==> config.mk <==
export PLATFORM = sky130hd
export DESIGN_NAME = hazard_scoreboard
export DESIGN_NICKNAME = d
export VERILOG_FILES = /design/src/rtl/hazard_scoreboard.sv
export SDC_FILE = /design/constraint.sdc
export NUM_CORES = 1
export LEC_CHECK = 0
export ABC_AREA = 1
export CAP_MARGIN = 10
export CORE_UTILIZATION = 35
export CTS_CLUSTER_DIAMETER = 80
export DETAILED_ROUTE_END_ITERATION = 8
export GPL_TIMING_DRIVEN = 1
export SYNTH_ARGS = -nofsm -noshare
export SYNTH_HDL_FRONTEND = slang
export SYNTH_SLANG_ARGS = --single-unit
==> constraint.sdc <==
create_clock -name clk -period 7.2 [get_ports clk]
set_clock_uncertainty 0.05 [all_clocks]
set_input_delay 0.72 -clock clk [delete_from_list [all_inputs] [get_ports clk]]
set_output_delay 0.72 -clock clk [all_outputs]
set_load 0.03 [all_outputs]
==> src/rtl/hazard_scoreboard.sv <==
// hazard_scoreboard: per-register latency scoreboard, stall/bubble/flush control and operand forwarding
// Ports:
//   clk, reset                   core clock, asynchronous active-high reset
//   id_valid, id_rs1, id_rs2     decode instruction and its source registers
//   id_rs1_used, id_rs2_used     which sources are actually read
//   id_regwrite, id_dst, id_lat  destination write and its result latency
//   ex_redirect, pipe_hold       taken branch in execute / whole pipeline frozen
//   fwd_valid, fwd_dst, fwd_data forward sources, index 0 youngest
//   stall_if_id, bubble_ex, flush_if_id   pipeline controls
//   srca_mux/srca_forward, srcb_mux/srcb_forward   forwarded operands
//   stall_cnt                    saturating count of data-hazard stall cycles
module hazard_scoreboard #(
  parameter int XLEN   = 64,
  parameter int NREG   = 32,
  parameter int AW     = 5,
  parameter int NFWD   = 3,
  parameter int MAXLAT = 8,
  parameter int CW     = 4
) (
  input  logic                 clk,
  input  logic                 reset,
  input  logic                 id_valid,
  input  logic [AW-1:0]        id_rs1,
  input  logic [AW-1:0]        id_rs2,
  input  logic                 id_rs1_used,
  input  logic                 id_rs2_used,
  input  logic                 id_regwrite,
  input  logic [AW-1:0]        id_dst,
  input  logic [CW-1:0]        id_lat,
  input  logic                 ex_redirect,
  input  logic                 pipe_hold,
  input  logic [NFWD-1:0]      fwd_valid,
  input  logic [NFWD*AW-1:0]   fwd_dst,
  input  logic [NFWD*XLEN-1:0] fwd_data,
  output logic                 stall_if_id,
  output logic                 bubble_ex,
  output logic                 flush_if_id,
  output logic                 srca_mux,
  output logic [XLEN-1:0]      srca_forward,
  output logic                 srcb_mux,
  output logic [XLEN-1:0]      srcb_forward,
  output logic [31:0]          stall_cnt
);
  logic [NREG-1:0] busy;
  logic            hz;
  logic            issue;
  logic            wr;
  logic [CW-1:0]   lat_c;
  // x0 has no counter and is never busy, so the hazard check needs no rs!=0 term
  assign busy[0] = 1'b0;
  assign hz = id_valid & ((id_rs1_used & busy[id_rs1]) | (id_rs2_used & busy[id_rs2]));
  assign issue = id_valid & ~pipe_hold & ~ex_redirect & ~hz;
  assign wr = issue & id_regwrite & (id_dst != '0);
  assign lat_c = (id_lat > CW'(MAXLAT)) ? CW'(MAXLAT) : id_lat;
  assign stall_if_id = pipe_hold | (~ex_redirect & hz);
  assign bubble_ex = ~pipe_hold & (ex_redirect | hz);
  assign flush_if_id = ~pipe_hold & ex_redirect;
  for (genvar r = 1; r < NREG; r++) begin : g_reg
    logic [CW-1:0] c;
    // a new write to the same register replaces the countdown (youngest latency wins)
    always_ff @(posedge clk or posedge reset)
      if (reset) c <= '0;
      else if (!pipe_hold) c <= (wr && id_dst == AW'(r)) ? lat_c : ((c != '0) ? c - 1'b1 : c);
    assign busy[r] = |c;
  end
  always_ff @(posedge clk or posedge reset)
    if (reset) stall_cnt <= '0;
    else if (!pipe_hold && !ex_redirect && hz && !(&stall_cnt)) stall_cnt <= stall_cnt + 1'b1;
  // scan oldest to youngest so the lowest matching index is the one left standing
  always_comb begin
    srca_mux = 1'b0;
    srca_forward = '0;
    srcb_mux = 1'b0;
    srcb_forward = '0;
    for (int i = NFWD - 1; i >= 0; i--) begin
      if (id_rs1_used && id_rs1 != '0 && fwd_valid[i] && fwd_dst[i*AW +: AW] == id_rs1) begin
        srca_mux = 1'b1;
        srca_forward = fwd_data[i*XLEN +: XLEN];
      end
      if (id_rs2_used && id_rs2 != '0 && fwd_valid[i] && fwd_dst[i*AW +: AW] == id_rs2) begin
        srcb_mux = 1'b1;
        srcb_forward = fwd_data[i*XLEN +: XLEN];
      end
    end
  end
endmodule

==> results of run 1 <==
## final cells by class
type / count / area (µm²) / share of cell area (%)
diodes: 2 / 5.00 / 0.0247
clock buffers: 17 / 425 / 2.10
clock inverters: 15 / 186 / 0.921
inverters: 326 / 1230 / 6.07
multi-input cells: 1908 / 9560 / 47.2
flip-flops and latches: 156 / 3900 / 19.3
well taps: 577 / 722 / 3.57
repair buffers: 425 / 4220 / 20.8
## path summary, 6_finish.rpt
check / from / slack [ns] / end
worst max-delay path: id_rs1[1] / 1.65 / srca_forward[47]
worst min-delay path: g_reg[10].c[1] / 0.43 / g_reg[10].c[1]
worst max register to register: g_reg[25].c[0] / 3.55 / g_reg[19].c[3]
worst min register to register: g_reg[10].c[1] / 0.43 / g_reg[10].c[1]
max in group asynchronous: reset / 4.94 / g_reg[8].c[1]
min in group asynchronous: reset / 0.80 / g_reg[27].c[2]
## routing by layer
metal	wire [µm]	vias up	GRT usage, %
li1	-	8800	-
met1	28000	8382	38.1
met2	31900	689	50.1
met3	4840	92	5.71
met4	1380	0	7.98
met5	0	-	0
## cells by family after synthesis
kind of cell    after synthesis
flops                       156
fa+ha+maj                    32
simple gates               1317
xor+xnor                    108
compound gates              451
buf+inv                     455
## flip-flops by register name, summed over array words and instances (netlist names)
register and cells:
g.c 124, stall_cnt 32
## synth_stat cells (all sizes together) (16+ instances only)
master  instances  area share, %
nand4          40            1.6
nand3         207            6.9
dfrtp         156             26
xnor2          16           0.92
clkbuf         81            2.0
buf            48            1.7
nand2         905             22
nor3           33            1.1
a21oi          44            2.1
ha             32            2.6
xor2           92            5.3
inv           326            8.1
o21ai         265            8.7
o211ai        126            6.2
nor2          114            3.0
## critical path, stage by stage
cell and delay (ns):
clkdlybuf4s50_1 0.84, nor2_4 0.12, nand4_1 0.10, nand2_1 0.08, a2111oi_0 0.61, nand3_4 0.65, buf_12 0.40, o21ai_0 0.42
clkdlybuf4s50_1 0.78
## through the flow
step,hold slack (ns),std cells
4_1_cts,0.433,3423
3_5_place_dp,0.415,3391
6_report,0.428,3426
2_1_floorplan,0.396,2519
5_1_grt,0.446,3425
3_3_place_gp,0.408,3391
## where the power goes
group / internal, W / total (W) / switching (W) / leakage [nW]
combinational: 0.00116 / 0.00288 / 0.00171 / 7.88
sequential: 0.00124 / 0.00156 / 0.000318 / 1.97
clock: 0.000552 / 0.000969 / 0.000417 / 0.299
==> metrics.md, run 1 <==
| Metric | Value |
|---|---|
| CTS tree | `built` |
| Die ar. | `~44000 µm²` |
| Hold path depth | `2` |
| Asr flop ratio synth | `100%` |
| IO Port Bufs | `approximately 400` |
| Initial Util | `a little over a third` |
| Max frequency | `between 150 and 200 MHz` |
| Cells after Synth | `around 2500` |
| RSZ-0062 raised after global routing | `no` |
| Area of placed instances | `a little under 20000 µm²` |
| Fin crit share | `between 70% and 80%` |
| Compound-Gate Fraction of Synth Area | `around 18%` |
| Clock slew at reported path FFs | `0.07 ns` |
| YS warnings | `0` |
| Detailed Place HPWL | `50.1 mm` |
| Peak supply drop | `between 0.15 and 0.2 mV` |
| Initial DRC Count | `1502` |
| Commonest non-fill, non-tap cells in the layout | `nand2_1 (904), clkdlybuf4s50_1 (400), inv_1 (321), o21ai_0 (254), nand3_1 (202)` |
| Layout area overhead | `33.3%` |
| Max-slew violation count | `0` |
| DP Worst Slack | `~1.6 ns` |
| Die Wd | `210 µm` |
| Synth Cell Area | `15200 µm²` |
| CTS H-tree depth | `4` |
| Number of synthesized register bits | `~160` |
| Register area share after synthesis | `25.7%` |
| Synth Area in Simple Gates | `a little over a third` |
| CP Class | `in2out` |
| # DRC | `0` |
| GRT Util Overall | `29.5%` |
| Post-layout nets | `~3100` |
| Final ANT Viol Nets | `0` |
| Initial antenna violation count | `2` |
| Reg2reg path depth | `16` |
| Total Power | `0.00541 W` |
| # fillers | `around 4400` |
| Global-route wire length before repair | `about 100 mm` |
| Largest family of logic cells by synthesized area | `simple AND/OR/NAND/NOR gates` |
| I/O Pins | `~400` |
| Syn avg cell area | `around 6 µm²` |
| Final Util | `a little under half` |
| Post-synthesis mux area share | `0%` |
| Final hold violation count | `0` |
| Clock buffer count from CTS | `17` |
| Hold_buf cts | `0` |
| WP data required | `between 6 and 7 ns` |
| Setup crit start kind | `primary input` |
| Clk sinks | `~160` |
| Wirelength per Cell | `just under 20 µm` |
| Maxcap violations | `0` |
| Drt first pass iters | `6` |
| Crit Path Max Fanout | `55` |
| Most common cell after layout, fill and taps aside | `nand2_1` |
| Xor/xnor share of the synthesized area | `~6.2%` |
| WL final | `about 66 mm` |
| Status | `completed` |
| TNS Setup | `0 ns` |
| Max clock buf depth | `2` |
| Worst Setup Slack, final | `1.65 ns` |
| Vias post-DR | `between 15000 and 20000` |
| GRT overflow | `0` |
| Post-synth EDFFs | `0` |
| Worst-Margin Slew | `about 1.1 ns` |
| Finished Cell Area | `between 20000 and 25000 µm²` |
| Critical Path End Type | `output port` |
| Top_reg_cell synth | `dfrtp_1` |
| # setup viols final | `0` |
| Leakage Power | `just over 10 nW` |
| Gpl congestion | `~1` |
| Adder-cell share of the synthesized area | `roughly 2.6%` |
| Arrival time worst endpoint | `roughly 4.8 ns` |
| Core Box Area | `around 42000 µm²` |
| Proportion of layout cells with a drive suffix above 1 | `about 3.7%` |
| Min Tclk post-route | `~5.6 ns` |
| PostCTS Resize Cnt | `0` |
| Synth unique cells | `37` |
| Root Driver | `clkbuf_16` |
| Largest net degree at the start of global routing | `130` |
| Relative max-transition margin | `25.4%` |
| Worst skew pair latency | `approximately 0.46 ns` |
| Via count of the first global-routing pass | `17100` |
| Postcts setup bufs | `0` |
| Syn Nets | `~2800` |
| Routed vias/inst | `around 5.2` |
| Die height | `roughly 210 µm` |
| Hold Path Class | `reg2reg` |
| Cell row count | `75` |
| PwrDens | `around 270 nW/µm²` |
Power figures use the tool's default switching activity.
==> run 2, diff against run 1 <==
==> constraint.sdc (replaced) <==
create_clock -name clk -period 4.5 [get_ports clk]
set_clock_uncertainty 0.05 [all_clocks]
set_input_delay 0.45 -clock clk [delete_from_list [all_inputs] [get_ports clk]]
set_output_delay 0.45 -clock clk [all_outputs]
set_load 0.03 [all_outputs]
==> run 2 against run 1 <==
Compared with the run above: via count fell by 1.1%; register-to-register slack worse by 2.5 ns; critical path type unchanged; highest routed layer unchanged; largest cell class unchanged; largest power group unchanged; total power up 57%.
==> metrics.md, run 2 (synthesized netlist as in run 1, its figures left out) <==
| Metric | Value |
|---|---|
| Psw | `0.00387 W (was 0.00245 W)` |
| Largest net degree at the start of global routing | `157 (was 130)` |
| Cell row count | `75 (unchanged)` |
| # setup viols final | `0 (unchanged)` |
| Comb pwr share | `53.8% (was 53.2%)` |
| Most common cell after layout, fill and taps aside | `nand2_1 (unchanged)` |
| Leakage Power | `10.4 nW (was 10.1 nW)` |
| CTS H-tree depth | `4 (unchanged)` |
| Worst skew pair latency | `0.45 ns (was 0.46 ns)` |
| Postcts setup bufs | `0 (unchanged)` |
| Relative max-transition margin | `37.9% (was 25.4%)` |
| GRT Util Overall | `27.0% (was 29.5%)` |
| Commonest non-fill, non-tap cells in the layout | `nand2_1 (904), clkdlybuf4s50_1 (325), inv_1 (321), o21ai_0 (254), nand3_1 (202) (was nand2_1 (904), clkdlybuf4s50_1 (400), inv_1 (321), o21ai_0 (254), nand3_1 (202))` |
| Die height | `210 µm (unchanged)` |
| Crit path largest cell delay | `0.75 ns (was 0.84 ns)` |
| Worst-path cell chain | `clkdlybuf4s50_1 > xor2_1 > nor4_1 > nand3_4 > buf_12 > o21ai_0 > o211ai_1 > o21ai_0 > clkdlybuf4s50_1 (was clkdlybuf4s50_1 > nor2_4 > nand4_1 > nand2_1 > a2111oi_0 > nand3_4 > buf_12 > o21ai_0 > clkdlybuf4s50_1)` |
| PostCTS Resize Cnt | `0 (unchanged)` |
| Final hold violation count | `0 (unchanged)` |
| Core Box Area | `42400 µm² (unchanged)` |
| Crit Path Max Fanout | `70 (was 55)` |
| Max FFs per register | `124 (unchanged)` |
| Clk sinks | `156 (unchanged)` |
| Gpl congestion | `0.937 (was 0.972)` |
| IO Port Bufs | `401 (unchanged)` |
| Critical-path top delay cell | `clkdlybuf4s50_1 (unchanged)` |
| Hold path depth | `2 (unchanged)` |
| I/O Pins | `402 (unchanged)` |
| Vias post-DR | `17800 (was 18000)` |
| WL final | `60.4 mm (was 66.0 mm)` |
| Hold_buf cts | `0 (unchanged)` |
| Net Sw Frac | `45.6% (was 45.3%)` |
| Reg2reg path depth | `14 (was 16)` |
| Maxcap violations | `0 (unchanged)` |
| Drt first pass iters | `7 (was 6)` |
| Clock buffer count from CTS | `17 (unchanged)` |
| Top reg by flops | `g.c (unchanged)` |
| # fillers | `4398 (was 4392)` |
| # DRC | `0 (unchanged)` |
| GRT overflow | `0 (unchanged)` |
| Status | `completed (unchanged)` |
| CP Class | `in2out (unchanged)` |
| Max-slew violation count | `0 (unchanged)` |
| Via count of the first global-routing pass | `16900 (was 17100)` |
| Fin crit share | `approximately nine tenths` |
| Clock power frac | `16.8% (was 17.9%)` |
| Layout area overhead | `34.4% (was 33.3%)` |
| Post-layout nets | `3113 (was 3103)` |
| Final ANT Viol Nets | `0 (unchanged)` |
| Placed Cells | `3402 (was 3391)` |
| TNS Setup | `0 ns (unchanged)` |
| Hold Path Class | `reg2reg (unchanged)` |
| Global-route wire length before repair | `93.6 mm (was 100 mm)` |
| PwrDens | `416 nW/µm² (was 267 nW/µm²)` |
| Wirelength per Cell | `17.6 µm (was 19.3 µm)` |
| Cell-internal power | `0.00462 W (was 0.00296 W)` |
| Initial DRC Count | `1311 (was 1502)` |
| Top flop regs | `g.c x124, stall_cnt x32 (unchanged)` |
| Setup crit start kind | `primary input (unchanged)` |
| Sequential group share of total power | `29.4% (was 28.9%)` |
| Min Tclk post-route | `between 4 and 5 ns` |
| Arrival time worst endpoint | `3.58 ns (was 4.78 ns)` |
| Initial Util | `35.8% (unchanged)` |
| Root Driver | `clkbuf_16 (unchanged)` |
| Clock slew at reported path FFs | `0.06 ns (was 0.07 ns)` |
| WP data required | `4.00 ns (was 6.43 ns)` |
| Max frequency | `between 200 and 250 MHz` |
| Routed vias/inst | `5.17 (was 5.24)` |
| Critical Path End Type | `output port (unchanged)` |
| Detailed Place HPWL | `45.3 mm (was 50.1 mm)` |
| Worst-Margin Slew | `0.931 ns (was 1.12 ns)` |
| CTS tree | `built (unchanged)` |
| Proportion of layout cells with a drive suffix above 1 | `6.65% (was 3.69%)` |
| Non-Filler Instances | `3435 (was 3426)` |
| Max clock buf depth | `2 (unchanged)` |
| Peak supply drop | `0.287 mV (was 0.184 mV)` |
| Initial antenna violation count | `1 (was 2)` |
| Die ar. | `44200 µm² (unchanged)` |
| RSZ-0062 raised after global routing | `no (unchanged)` |
| Die Wd | `210 µm (unchanged)` |
## run 2: cell count changes in the layout (fill, tap and decap cells not counted), sizes merged
cell,before,now
inv,331,329
clkinvlp,1,3
clkbuf,17,20
bufinv,3,0
diode,2,1
buf,25,110
clkdlybuf4s50,400,325
## run 2: power groups by stage
stage / Sequential [W] / Clock (W) / Combinational, W
5_1_grt: 0.00258 / 0.00152 / 0.00526
6_report: 0.00250 / 0.00143 / 0.00457
2_1_floorplan: 0.00245 / 0 / 0.00337
3_3_place_gp: 0.00250 / 0 / 0.00442
3_5_place_dp: 0.00250 / 0 / 0.00456
4_1_cts: 0.00249 / 0.00146 / 0.00457
## run 2: final cells by class
class	instances	area, µm²	share of cell area [%]
Clock buffer	20	467	2.29
Sequential cell	156	3900	19.1
Multi-Input combinational cell	1908	9560	46.8
Clock inverter	12	105	0.515
Timing Repair Buffer	435	4440	21.7
Antenna cell	1	2.50	0.0123
Inverter	326	1230	6.01
Tap cell	577	722	3.53
## run 2: worst paths after layout
| kind | from | end | slack (ns) |
|---|---|---|---|
| max in group asynchronous | reset | stall_cnt[27] | 3.15 |
| max | id_rs2[1] | srcb_forward[46] | 0.42 |
| max reg2reg | g_reg[16].c[0] | g_reg[30].c[3] | 1.08 |
| min in group asynchronous | reset | g_reg[27].c[1] | 0.54 |
| min reg2reg | g_reg[13].c[1] | g_reg[13].c[1] | 0.42 |
| min | g_reg[13].c[1] | g_reg[13].c[1] | 0.42 |
## run 2: critical path, delay by kind of cell
family,cells,cell delay (ns)
buffers and inverters,3,1.67
AOI/OAI and AO/OA,3,0.30
and+or+nand+nor,2,0.84
xor gates and xnor gates,1,0.26
## run 2: per-stage QoR
step | utilization [%] | area, µm² | power [W] | hold slack (ns) | setup slack, ns
2_1_floorplan | - | 15200 | 0.00581 | 0.396 | 1.44
3_3_place_gp | 46.8 | 19800 | 0.00692 | 0.411 | 0.478
3_5_place_dp | 46.8 | 19800 | 0.00706 | 0.415 | 0.464
4_1_cts | 48.1 | 20400 | 0.00852 | 0.432 | 0.447
5_1_grt | 48.2 | 20400 | 0.00936 | 0.449 | 0.200
6_report | 48.2 | 20400 | 0.00849 | 0.424 | 0.419
## run 2: routing by layer
metal | global-route usage [%] | wire length, µm | up-vias
met5 | 0 | 0 | -
met4 | 9.79 | 1840 | 0
met1 | 34.1 | 25200 | 8258
met2 | 45.0 | 28800 | 604
li1 | - | - | 8805
met3 | 6.02 | 4610 | 103
==> RTL change: new RTL, flow settings as in run 2 <==
Make the reset (`reset`) synchronous in 2 clocked blocks. Comments in the files are not updated.
--- a/src/rtl/hazard_scoreboard.sv
+++ b/src/rtl/hazard_scoreboard.sv
@@ -58,12 +58,12 @@
   for (genvar r = 1; r < NREG; r++) begin : g_reg
     logic [CW-1:0] c;
     // a new write to the same register replaces the countdown (youngest latency wins)
-    always_ff @(posedge clk or posedge reset)
+    always_ff @(posedge clk)
       if (reset) c <= '0;
       else if (!pipe_hold) c <= (wr && id_dst == AW'(r)) ? lat_c : ((c != '0) ? c - 1'b1 : c);
     assign busy[r] = |c;
   end
-  always_ff @(posedge clk or posedge reset)
+  always_ff @(posedge clk)
     if (reset) stall_cnt <= '0;
     else if (!pipe_hold && !ex_redirect && hz && !(&stall_cnt)) stall_cnt <= stall_cnt + 1'b1;
   // scan oldest to youngest so the lowest matching index is the one left standing
Behaviour: not the same (Yosys sat finds a counterexample within 4 cycles, from zero or initial values and one cycle with reset high; the reset may be asserted at any time).
==> RTL change against run 2 <==
  * Global-route usage increased by 0.91 points
  * Die area decreased by 0.52%
  * Area after synthesis decreased by 0.53%
  * Combinational power rose by 8.1%
  * Total power up 1.7%
  * Count of clock-buffer cells in the layout down 1
  * Cell area shrank 0.28%
  * Sequential cell count did not move
  * Routed wire length is 4.8% higher
  * Critical path depth rose by 2
  * Synthesized cell count is 4.6% higher
  * Setup slack got worse by 0.092 ns
  * Core utilization increased by 0.078 points
==> RTL change: results (changes against run 2) <==
* Hold path depth at 2 (unchanged)
* CP peak stage delay at 0.72 ns (-0.03 ns)
* Hold wc startpoint: g_reg[31].c[3]
* RR Startpoint: g_reg[13].c[0]
* Worst Hold End: g_reg[31].c[3]
* Initial antenna violation count at 7 (+6)
* Clock root buffer master: clkbuf_16
* Cell area after placement at 19700 um^2 (-0.63%)
* CP max FO at 33 (-53%)
* Worst-path clk slew at 0.07 ns
* Count of different cell masters after synthesis at 43 (+16%)
* Seq/Total Area, Yosys at 20.7% (-5.0 points)
* DP Worst Slack at 0.371 ns (-0.0932 ns)
* Antenna-violating nets left at 0 (unchanged)
* Vias per cell at 5.13 (-0.87%)
* Area contributors post-synth: dfxtp_1 21%, nand2_1 17%, inv_1 9.0%
* WHS at 0.411 ns (-0.0136 ns)
* Layout cells sized above 1 at 8.23% (+1.6 points)
* Max-slew headroom at 22.8% (-15 points)
* R2r endpoint: stall_cnt[0]
* Placed Cells at 3485 (+2.4%)
* Dominant synthesized flop cell: dfxtp_1
* Total setup buffers inserted after CTS at 0 (unchanged)
* Cells on worst reg2reg path at 16 (+2)
* Leakage power at 9.20 nW (-12%)
* Worst R2R Setup Slack at 1.34 ns (+0.26 ns)
* Setup crit start: id_rs1[1]
* Total track usage at 27.9% (+0.91 points)
* Vias in the first global route at 16.5k (-2.6%)
* First-pass GRT wire length at 96100 um (+2.6%)
* 1st-iter DRT viols at 1892 (+44%)
* Total Wirelength at 63400 um (+4.8%)
* Max VDD drop at 0.000343 V (+20%)
* Largest net degree at the start of global routing at 77 (-51%)
* Post-DP HPWL at 48200 um (+6.2%)
* Wire per inst at 18.0 um (+2.3%)
* Most frequent cells after synthesis: 703 x nand2_1, 363 x inv_1, 320 x nor2_1, 260 x o21ai_0, 165 x a21oi_1
* DR pass1 iterations at 8 (+1)
* Synthesized netlist net count at 2904 (+4.2%)
* Gpl congestion at 0.939 (+0.28%)
* Syn_area_per_cell at 5.73 um^2 (-4.9%)
* Nets at 3234 (+3.9%)
* Clk Latency, worst-skew pair at 0.44 ns
* Ys async rst share at 0% (-100 points)
* Status: finished, final reports clean
RTL change: worst max-delay path, delay by kind of cell:
kind	cells	cell delay, ns
buf+inv	3	1.74
compound gates	4	0.84
simple gates	4	0.60
RTL change: where the power goes:
group	switching (mW)	internal (mW)	total, mW
clock network	0.662	0.949	1.61
registers	0.232	1.85	2.08
logic	3.00	1.94	4.94
total	3.90	4.73	8.63
RTL change: logic make-up after synthesis:
family                   after synthesis  share of synthesized area, %
buffers and inverters                516                          13.8
AO/OA/AOI/OAI                        539                          18.9
AND/OR/NAND/NOR                     1285                          37.7
flip-flops                           156                          20.7
XOR/XNOR                             107                          6.20
adder cells (fa/ha/maj)               32                          2.65
RTL change: worst max-delay path by stage:
stage                        to  slack [ns]  depth (start not counted)
2_1_floorplan  srcb_forward[48]        1.63                          9
3_3_place_gp   srca_forward[33]        0.45                         11
3_5_place_dp   srca_forward[33]        0.37                         11
4_1_cts        srca_forward[33]        0.38                         11
5_1_grt        srca_forward[33]        0.10                         11
6_report       srca_forward[33]        0.33                         11
RTL change: final cells by class:
type / count / area (um^2)
well taps: 539 / 674
clock buffers: 19 / 443
flip-flops and latches: 156 / 3120
multi-input cells: 1963 / 9950
diodes: 4 / 10.0
fillers: 4381 / 21900
clock inverters: 13 / 189
inverters: 385 / 1450
repair buffers: 442 / 4530
RTL change: routing by layer:
layer / part of all wire [%] / up-vias / routed length [um] / track usage [%]
met5: 0.054 / - / 34 / 0
met4: 2.5 / 6 / 1610 / 8.96
met3: 6.4 / 85 / 4070 / 4.29
met2: 47 / 615 / 29500 / 46.0
met1: 44 / 8286 / 28100 / 37.2
li1: - / 9064 / - / -
